===== src/rtl/mic_rd_mux.sv =====
// rtl/mic_rd_mux.sv - read-data mux: override registers on address hit, tag memory with timeout on miss
module mic_rd_mux #(
    parameter int              AW       = 6,
    parameter int              DW       = 16,
    parameter int              NCH      = 4,
    parameter logic [NCH*AW-1:0] OVR_ADDR = {6'h0A, 6'h09, 6'h08, 6'h07},
    parameter int              TO_CYC   = 16,
    parameter logic [DW-1:0]   ERR_VAL  = 16'hFFFF
) (
    input  logic              CLK,
    input  logic              RST_N,
    input  logic              RD_REQ,
    input  logic [AW-1:0]     A,
    input  logic [DW-1:0]     DBO,
    input  logic              DBO_VLD,
    input  logic [NCH*DW-1:0] TVAL,
    output logic [DW-1:0]     DATA_RD,
    output logic              RD_ACK,
    output logic              RD_ERR,
    output logic              BUSY
);

    localparam int CW = (TO_CYC > 1) ? $clog2(TO_CYC) : 1;
    localparam logic [CW-1:0] CNT_LAST = CW'(TO_CYC - 1);

    typedef enum logic {
        IDLE,
        WAIT_MEM
    } state_t;

    state_t        state_q, state_d;
    logic [DW-1:0] data_q, data_d;
    logic          ack_q, ack_d;
    logic          err_q, err_d;
    logic          busy_q, busy_d;
    logic [CW-1:0] cnt_q, cnt_d;

    logic          hit;
    logic [DW-1:0] hit_val;

    // Scan from the top channel down so the lowest matching index is the one that sticks.
    always_comb begin
        hit     = 1'b0;
        hit_val = '0;
        for (int i = NCH - 1; i >= 0; i--) begin
            if (A == OVR_ADDR[i*AW +: AW]) begin
                hit     = 1'b1;
                hit_val = TVAL[i*DW +: DW];
            end
        end
    end

    always_comb begin
        state_d = state_q;
        data_d  = data_q;
        ack_d   = 1'b0;
        err_d   = 1'b0;
        busy_d  = busy_q;
        cnt_d   = cnt_q;
        case (state_q)
            IDLE: begin
                if (RD_REQ) begin
                    if (hit) begin
                        data_d = hit_val;
                        ack_d  = 1'b1;
                    end else begin
                        state_d = WAIT_MEM;
                        busy_d  = 1'b1;
                        cnt_d   = '0;
                    end
                end
            end
            WAIT_MEM: begin
                // Memory data takes priority over a timeout landing on the same edge.
                if (DBO_VLD) begin
                    data_d  = DBO;
                    ack_d   = 1'b1;
                    state_d = IDLE;
                    busy_d  = 1'b0;
                end else if (cnt_q == CNT_LAST) begin
                    data_d  = ERR_VAL;
                    ack_d   = 1'b1;
                    err_d   = 1'b1;
                    state_d = IDLE;
                    busy_d  = 1'b0;
                end else begin
                    cnt_d = cnt_q + 1'b1;
                end
            end
            default: begin
                state_d = IDLE;
                busy_d  = 1'b0;
            end
        endcase
    end

    always_ff @(posedge CLK) begin
        if (!RST_N) begin
            state_q <= IDLE;
            data_q  <= '0;
            ack_q   <= 1'b0;
            err_q   <= 1'b0;
            busy_q  <= 1'b0;
            cnt_q   <= '0;
        end else begin
            state_q <= state_d;
            data_q  <= data_d;
            ack_q   <= ack_d;
            err_q   <= err_d;
            busy_q  <= busy_d;
            cnt_q   <= cnt_d;
        end
    end

    assign DATA_RD = data_q;
    assign RD_ACK  = ack_q;
    assign RD_ERR  = err_q;
    assign BUSY    = busy_q;

endmodule


===== config.mk =====
export PLATFORM = sky130hd
export DESIGN_NAME = mic_rd_mux
export DESIGN_NICKNAME = d
export VERILOG_FILES = /design/src/rtl/mic_rd_mux.sv
export SDC_FILE = /design/constraint.sdc
export NUM_CORES = 1
export LEC_CHECK = 0
export ABC_AREA = 0
export CORE_MARGIN = 1
export CORE_UTILIZATION = 37
export DETAILED_ROUTE_END_ITERATION = 12
export PLACE_DENSITY_LB_ADDON = 0.2
export SLEW_MARGIN = 10
export SYNTH_ARGS = -nofsm -noshare
export SYNTH_HDL_FRONTEND = slang
export SYNTH_SLANG_ARGS = --single-unit

===== constraint.sdc =====
create_clock -name CLK -period 6 [get_ports CLK]
set_input_delay 1.5 -clock CLK [delete_from_list [all_inputs] [get_ports CLK]]
set_output_delay 1.5 -clock CLK [all_outputs]
set_load 0.02 [all_outputs]

==> impl_metrics.env, run 1 <==
export IMPL_status="completed"
export IMPL_synth_edf_count=0
export IMPL_grt_pass1_vias=1703
export IMPL_synth_seq_cells=24
export IMPL_layout_nets=363
export IMPL_grt_overflow=0
export IMPL_dieArea_um2=4380
export IMPL_die_w_um=66.2
export IMPL_setup_violations_final=0
export IMPL_seq_area_frac_synth_pct=31.5
export IMPL_ios=109
export IMPL_synthesis_area_um2=1520
export IMPL_drt_wl_total_um=5260
export IMPL_synthCells=171
export IMPL_max_freq_mhz=248
export IMPL_power_uw=407
export IMPL_finalMaxSlewViolations=0
export IMPL_start_kind="primary input"
export IMPL_tritoncts="done"
export IMPL_synthFlopType="dfxtp_1"
export IMPL_num_antenna_cells=0
export IMPL_cts_setup_buffers=0
export IMPL_drv_cap=0
export IMPL_antenna_found_initial=0
export IMPL_postCtsResizedCells=0
export IMPL_cts_sinks=24
export IMPL_clock_latency_ns=0.27
export IMPL_gr_usage_all_layers_pct=23.7
export IMPL_htreeDepth=1
export IMPL_clk_pin_slew_worst_paths_ns=0.09
export IMPL_grt_pass1_wl_um=7910
export IMPL_avgViaCountPerCell=5.61
export IMPL_grt_max_degree=22
export IMPL_period_share_pct=67.2
export IMPL_slew_headroom_pct=25.8
export IMPL_finalHoldViolCount=0
export IMPL_postCtsHoldBufs=0
export IMPL_required_ns=6.16
export IMPL_numCtsBuffers=3
export IMPL_area_growth_pct=74.9
export IMPL_initial_core_util_pct=40.1
export IMPL_port_buffers=108
export IMPL_endpoint_kind="flop"
export IMPL_min_path_type="reg2reg"
export IMPL_p_leak_nw=0.995
export IMPL_r2r_end="DATA_RD[15]"
export IMPL_synth_warnings=0
export IMPL_cp_startpoint="A[1]"
export IMPL_syn_nets=262
export IMPL_root_buffer="clkbuf_8"
export IMPL_critPathArrivalTime_ns=4.19
export IMPL_crit_type="in2reg"
export IMPL_timing_rr_start="state_q"
export IMPL_dp_slack_ns=1.69
export IMPL_skew_ns=0.00486
export IMPL_wire_per_inst_um=16.5
export IMPL_peakVddDrop_uv=107
export IMPL_final_core_util_pct=70.2
export IMPL_synth_top_area_share_pct=31.5
export IMPL_core_area_um2=3800
export IMPL_synthTopCellsByArea="dfxtp_1, a221o_1, a32o_1, mux2i_1, or2_2"
export IMPL_rrSetupSlack_ns=3.83
export IMPL_syn_area_per_cell_um2=8.91
export IMPL_die_h_um=66.2
export IMPL_ys_async_sr_fraction_pct=0
export IMPL_dr_pass1_iters=4
export IMPL_worst_slew_pin_slew_ns=1.11
export IMPL_tns_ns=0
export IMPL_fin_crit_ns=4.03
export IMPL_rsz0062_at_grt="false"
export IMPL_critPathMaxFanout=16
export IMPL_vias=1789
export IMPL_clk_path_buf_depth=2
export IMPL_antenna_left=0
export IMPL_crit_end="DATA_RD[15]"
export IMPL_r2r_cells=3
export IMPL_drt_initial_drc_count=115
export IMPL_powerDensity_nw_per_um2=153
export IMPL_dp_hpwl_um=3810
export IMPL_layout_setup_ws_ns=1.97
export IMPL_ys_types=30
export IMPL_yosys_area_top_type="dfxtp_1"
export IMPL_drc=0
export IMPL_place_congestion=0.748
export IMPL_num_rows=22
export IMPL_drive_gt1_share_pct=9.96
[kinds of logic after synthesis]
kind of cell,after synthesis,share of synthesized area (%)
xor+xnor,1,0.575
simple gates,57,20.4
compound gates,57,30.7
fa+ha+maj,1,0.821
mux,16,10.5
flops,24,31.5
buf+inv,15,5.50
[per-layer routing]
metal	up-vias	global-route usage, %	part of all wire, %
met5	-	0	0
met4	0	4.79	0.30
met3	2	4.14	9.7
met2	95	43.4	49
met1	828	28.7	41
li1	864	-	-
[layout make-up]
class                           count  area (um^2)
Timing Repair Buffer              110         1100
Multi-Input combinational cell    132          970
Clock buffer                        4         55.1
Tap cell                           48         60.1
Sequential cell                    24          480
Inverter                            1         3.75
Fill cell                         333         1130
[cells in the final DEF, fill, tap and decap left out]
cell	n
buf_4	2
dfxtp_1	24
nand3_1	3
nand2_1	19
o31ai_1	1
a31oi_1	1
a21oi_1	3
clkdlybuf4s50_1	108
ha_1	1
or4b_4	1
or2_2	17
mux2i_1	16
a41o_1	1
nand2b_1	2
o21ai_0	17
and3_1	4
a21oi_4	1
clkbuf_8	4
a32o_1	16
o21a_1	1
xor2_1	1
and2_1	1
nand4b_1	1
inv_1	1
nor3_2	2
nor2_1	2
nor2b_1	3
nand3b_1	2
a221o_1	16
[power by group]
part	internal, mW	switching, mW
Sequential	0.164	0.00587
Combinational	0.0799	0.0440
Clock	0.0586	0.0548
Total	0.303	0.105
[metrics by stage]
| step | area, um^2 | std cells | hold slack (ns) |
|---|---|---|---|
| floorplan | 1520 | 171 | 0.469 |
| global placement | 2610 | 315 | 0.448 |
| detailed placement | 2610 | 315 | 0.454 |
| CTS | 2670 | 319 | 0.471 |
| global route | 2670 | 319 | 0.488 |
| finish | 2670 | 319 | 0.467 |
[worst max-delay path, stage by stage]
cell and delay, ns:
clkdlybuf4s50_1 0.80, buf_4 0.33, nand4b_1 0.17, o21a_1 0.18, or4b_4 0.50, and3_1 0.41
a32o_1 0.30
[state kept, by name, summed over array words and instances (netlist names)]
signal and cells:
BUSY 1, DATA_RD 16, RD_ERR 1, RD_ACK 1, state_q 1, cnt_q 4
[synth_stat cells, types with 2 or more instances]
cell and instances:
dfxtp_1 24, nand2_1 19, o21ai_0 17, or2_2 17
a221o_1 16, a32o_1 16, mux2i_1 16, clkbuf_1 9
and3_1 4, a21oi_1 3, buf_6 3, nand3_1 3
nor2b_1 3, nand2b_1 2, nand3b_1 2, nor2_1 2
nor3_1 2
[how the worst min path moves through the flow]
stage	from	end	slack [ns]	depth (start not counted)
floorplan	cnt_q[0]	cnt_q[0]	0.47	2
detailed placement	DATA_RD[8]	DATA_RD[8]	0.45	1
global placement	DATA_RD[8]	DATA_RD[8]	0.45	1
CTS	BUSY	BUSY	0.47	2
global route	DATA_RD[8]	DATA_RD[8]	0.49	1
finish	BUSY	BUSY	0.47	2
No activity file was read; power rests on OpenSTA's default activity.
==> run 2, diff against run 1 <==
--- a/config.mk
+++ b/config.mk
@@ -7,7 +7,7 @@
 export LEC_CHECK = 0
 export ABC_AREA = 0
 export CORE_MARGIN = 1
-export CORE_UTILIZATION = 37
+export CORE_UTILIZATION = 35
 export DETAILED_ROUTE_END_ITERATION = 12
 export PLACE_DENSITY_LB_ADDON = 0.2
 export SLEW_MARGIN = 10
==> constraint.sdc (replaced) <==
create_clock -name CLK -period 3.95 [get_ports CLK]
set_input_delay 0.9875 -clock CLK [delete_from_list [all_inputs] [get_ports CLK]]
set_output_delay 0.9875 -clock CLK [all_outputs]
set_load 0.02 [all_outputs]
==> run 2 against run 1 <==
- cell count up 0.63%
- hold slack about the same
- via count down 3.2%
- non-clock buffer count unchanged
- critical path depth down 1
- critical path type unchanged
- critical endpoint is now DATA_RD[5]
- highest routed layer unchanged
==> impl_metrics.env, run 2 (synthesis results as in run 1) <==
export IMPL_drc=0
export IMPL_ios=109
export IMPL_fin_crit_ns=3.21
export IMPL_dp_hpwl_um=3860
export IMPL_grt_overflow=0
export IMPL_clk_path_buf_depth=2
export IMPL_p_leak_nw=1.00
export IMPL_grt_pass1_vias=1639
export IMPL_die_w_um=68.0
export IMPL_finalHoldViolCount=0
export IMPL_skew_ns=0.00508
export IMPL_drv_cap=0
export IMPL_crit_chain="clkdlybuf4s50_1 > nand4b_1 > o21a_1 > or4b_4 > and3_1 > a32o_1"
export IMPL_start_kind="primary input"
export IMPL_fillers=367
export IMPL_final_common_cell="clkdlybuf4s50_1"
export IMPL_initial_core_util_pct=37.3
export IMPL_seq_area_um2=480
export IMPL_root_buffer="clkbuf_8"
export IMPL_avgViaCountPerCell=5.40
export IMPL_slowest_stage="clkdlybuf4s50_1"
export IMPL_critPathMaxFanout=19
export IMPL_antenna_found_initial=0
export IMPL_wire_per_inst_um=15.3
export IMPL_htreeDepth=1
export IMPL_vias=1732
export IMPL_area_growth_pct=76.1
export IMPL_postCtsHoldBufs=0
export IMPL_max_stage_delay_ns=0.79
export IMPL_power_uw=660
export IMPL_cts_sinks=24
export IMPL_tritoncts="done"
export IMPL_postCtsResizedCells=0
export IMPL_drive_gt1_share_pct=9.96
export IMPL_period_share_pct=81.2
export IMPL_layout_nets=363
export IMPL_hold_worst_slack_ns=0.467
export IMPL_setup_violations_final=0
export IMPL_path_buf_inv=1
export IMPL_rsz0062_at_grt="false"
export IMPL_core_area_um2=4090
export IMPL_peakVddDrop_uv=247
export IMPL_place_congestion=0.751
export IMPL_dieArea_um2=4620
export IMPL_cp_top_family="simple AND/OR/NAND/NOR gates"
export IMPL_final_cell_mix="clkdlybuf4s50_1, dfxtp_1, nand2_1"
export IMPL_num_rows=23
export IMPL_slew_headroom_pct=39.0
export IMPL_min_path_type="reg2reg"
export IMPL_multi_input_area_um2=970
export IMPL_clk_pin_slew_worst_paths_ns=0.08
export IMPL_num_antenna_cells=0
export IMPL_critPathArrivalTime_ns=3.37
export IMPL_powerDensity_nw_per_um2=246
export IMPL_drt_initial_drc_count=93
export IMPL_drt_wl_total_um=4900
export IMPL_dr_pass1_iters=4
export IMPL_required_ns=4.12
export IMPL_cts_setup_buffers=0
export IMPL_max_freq_mhz=312
export IMPL_worst_slew_pin_slew_ns=0.910
export IMPL_die_h_um=68.0
export IMPL_antenna_left=0
export IMPL_port_buffers=108
export IMPL_numCtsBuffers=3
export IMPL_tns_ns=0
export IMPL_grt_pass1_wl_um=7600
export IMPL_status="completed"
export IMPL_finalMaxSlewViolations=0
export IMPL_gr_usage_all_layers_pct=22.3
export IMPL_clock_latency_ns=0.27
export IMPL_endpoint_kind="flop"
export IMPL_largest_register_ffs=16
export IMPL_crit_type="in2reg"
export IMPL_grt_max_degree=22
## run 2: per-stage QoR
step / area (um^2) / setup WS (ns) / cells / utilization, %
after floorplan: 1520 / 1.26 / 171 / -
after global placement: 2610 / 0.517 / 317 / 63.9
after detailed placement: 2610 / 0.444 / 317 / 63.9
after CTS: 2680 / 0.741 / 321 / 65.7
after global routing: 2680 / 0.550 / 321 / 65.7
final: 2680 / 0.744 / 321 / 65.7
## run 2: per-layer routing
layer  global-route usage [%]  wire length, um  up-vias
met5                        0                0        -
met4                     6.25               87        0
met3                     5.17              360        8
met2                     39.8             2380       79
met1                     26.2             2070      785
li1                         -                -      860
## run 2: worst min-delay path, stage by stage (launching register included)
cell and delay [ns]:
dfxtp_1 0.32, nand2_1 0.05, a21oi_1 0.06
## run 2: area by class of cell
cell class	instances	share of cell area, %
clock inverter	1	1.12
clock buffer	3	1.54
multi-input combinational	132	36.1
timing repair buffer	110	40.8
inverter	1	0.140
sequential	24	17.9
tap	50	2.33
## run 2: worst paths after layout
kind	start	end	slack, ns	depth (start not counted)
min	BUSY	BUSY	0.47	2
min reg2reg	BUSY	BUSY	0.47	2
max	A[0]	DATA_RD[5]	0.74	6
max reg2reg	cnt_q[0]	DATA_RD[5]	1.90	5
## run 2: power breakdown
part           internal [mW]  switching, mW  leakage, nW
sequential             0.249        0.00839        0.195
clock                  0.136         0.0797       0.0357
combinational          0.121         0.0657        0.771
==> run 3, diff against run 2 <==
==> constraint.sdc (replaced) <==
create_clock -name CLK -period 3.07 [get_ports CLK]
set_input_delay 0.7675 -clock CLK [delete_from_list [all_inputs] [get_ports CLK]]
set_output_delay 0.7675 -clock CLK [all_outputs]
set_load 0.02 [all_outputs]
==> run 3 against run 2 <==
- via count down 0.75%
- worst setup slack worse by 0.44 ns
- design area is 0.56% higher
- register-to-register slack lost 0.88 ns
- clock skew is 0.0035 ns lower
- sequential power is 29% higher
- wire length decreased by 0.71%
- largest cell class unchanged
- utilization increased by 0.37 points
- clock-buffer cell count unchanged
==> impl_metrics.env, run 3 (synthesis results as in run 1) <==
export IMPL_layout_nets=365
export IMPL_root_buffer="clkbuf_8"
export IMPL_clk_path_buf_depth=2
export IMPL_max_freq_mhz=362
export IMPL_cp_startpoint="A[0]"
export IMPL_num_rows=23
export IMPL_antenna_found_initial=0
export IMPL_clock_latency_ns=0.26
export IMPL_final_cell_mix="clkdlybuf4s50_1, dfxtp_1, nand2_1"
export IMPL_drv_cap=0
export IMPL_dp_hpwl_um=3860
export IMPL_holdPathStages=1
export IMPL_initial_core_util_pct=37.3
export IMPL_gr_usage_all_layers_pct=21.6
export IMPL_max_stage_delay_ns=0.86
export IMPL_num_antenna_cells=0
export IMPL_required_ns=3.27
export IMPL_start_kind="primary input"
export IMPL_grt_pass1_wl_um=7490
export IMPL_grt_pass1_vias=1621
export IMPL_skew_ns=0.00159
export IMPL_multi_input_area_um2=970
export IMPL_r2r_end="DATA_RD[5]"
export IMPL_core_area_um2=4090
export IMPL_numCtsBuffers=3
export IMPL_htreeDepth=1
export IMPL_powerDensity_nw_per_um2=313
export IMPL_fin_cells=323
export IMPL_drt_wl_total_um=4860
export IMPL_drc=0
export IMPL_avgViaCountPerCell=5.32
export IMPL_crit_chain="clkdlybuf4s50_1 > buf_4 > nor2b_1 > nand2_1 > o21ai_0 > a221o_1 > a32o_1"
export IMPL_slowest_stage="nor2b_1"
export IMPL_whs_endpoint="DATA_RD[15]"
export IMPL_critPathMaxFanout=17
export IMPL_tns_ns=0
export IMPL_clk_pin_slew_worst_paths_ns=0.08
export IMPL_rrSetupSlack_ns=1.02
export IMPL_endpoint_kind="flop"
export IMPL_peakVddDrop_uv=308
export IMPL_ios=109
export IMPL_die_h_um=68.0
export IMPL_postCtsResizedCells=0
export IMPL_slew_headroom_pct=28.4
export IMPL_postCtsHoldBufs=0
export IMPL_dpl_instance_area_um2=2630
export IMPL_dp_cells=319
export IMPL_dieArea_um2=4620
export IMPL_r2r_cells=4
export IMPL_finalMaxSlewViolations=0
export IMPL_largest_register_ffs=16
export IMPL_drive_gt1_share_pct=10.6
export IMPL_status="completed"
export IMPL_grt_max_degree=22
export IMPL_critPathArrivalTime_ns=2.97
export IMPL_seq_area_um2=480
export IMPL_die_w_um=68.0
export IMPL_timing_rr_start="state_q"
export IMPL_area_growth_pct=77.1
export IMPL_worst_slew_pin_slew_ns=1.07
export IMPL_tritoncts="done"
export IMPL_wire_per_inst_um=15.1
export IMPL_dr_pass1_iters=4
export IMPL_fillers=347
export IMPL_place_congestion=0.799
export IMPL_vias=1719
export IMPL_cts_sinks=24
export IMPL_period_share_pct=90.1
export IMPL_cts_setup_buffers=0
export IMPL_finalHoldViolCount=0
export IMPL_min_path_type="reg2reg"
export IMPL_setup_violations_final=0
export IMPL_drt_initial_drc_count=138
export IMPL_final_common_cell="clkdlybuf4s50_1"
export IMPL_port_buffers=108
export IMPL_final_area_um2=2700
export IMPL_hp_start="DATA_RD[15]"
export IMPL_grt_overflow=0
export IMPL_crit_type="in2reg"
export IMPL_fin_crit_ns=2.77
export IMPL_rsz0062_at_grt="false"
export IMPL_p_leak_nw=1.01
export IMPL_antenna_left=0
## run 3: cell types whose count changed in the layout (fill, tap and decap cells not counted), sizes merged
cell and delta:
buf +2
## run 3: how the worst max path moves through the flow
stage / to / slack, ns / depth (start not counted)
after CTS: DATA_RD[12] / 0.35 / 7
after floorplan: DATA_RD[0] / 0.60 / 8
after global placement: DATA_RD[5] / 0.16 / 7
after global routing: DATA_RD[12] / 0.15 / 7
after detailed placement: DATA_RD[12] / 0.09 / 7
final: DATA_RD[13] / 0.30 / 7
## run 3: where the power goes
part           switching (mW)  internal, mW  total, mW
clock                  0.0942         0.174      0.268
sequential             0.0113         0.321      0.332
combinational          0.0854         0.158      0.244
total                   0.191         0.653      0.844
## run 3: critical path, delay by kind of cell
family	cells	cell delay (ns)
buffers and inverters	2	0.72
AND/OR/NAND/NOR	2	0.98
AO/OA/AOI/OAI	3	0.51
## run 3: metrics by stage
step	power [mW]	utilization [%]	hold WS [ns]	worst slack, ns
after floorplan	0.434	-	0.469	0.602
after global placement	0.581	64.3	0.449	0.157
after detailed placement	0.582	64.3	0.453	0.0900
after CTS	0.851	66.0	0.468	0.355
after global routing	0.884	66.0	0.487	0.151
final	0.844	66.0	0.476	0.304
## run 3: final cells by class
type | count | area share [%]
clock inverters | 1 | 1.11
flip-flops and latches | 24 | 17.8
well taps | 50 | 2.32
inverters | 1 | 0.139
repair buffers | 112 | 41.2
multi-input cells | 132 | 35.9
clock buffers | 3 | 1.53
## run 3: metal layers
layer	routed length (um)	track usage [%]	vias up
li1	-	-	864
met1	2130	26.9	769
met2	2360	39.0	84
met3	353	4.33	2
met4	19	2.60	0
met5	0	0	-
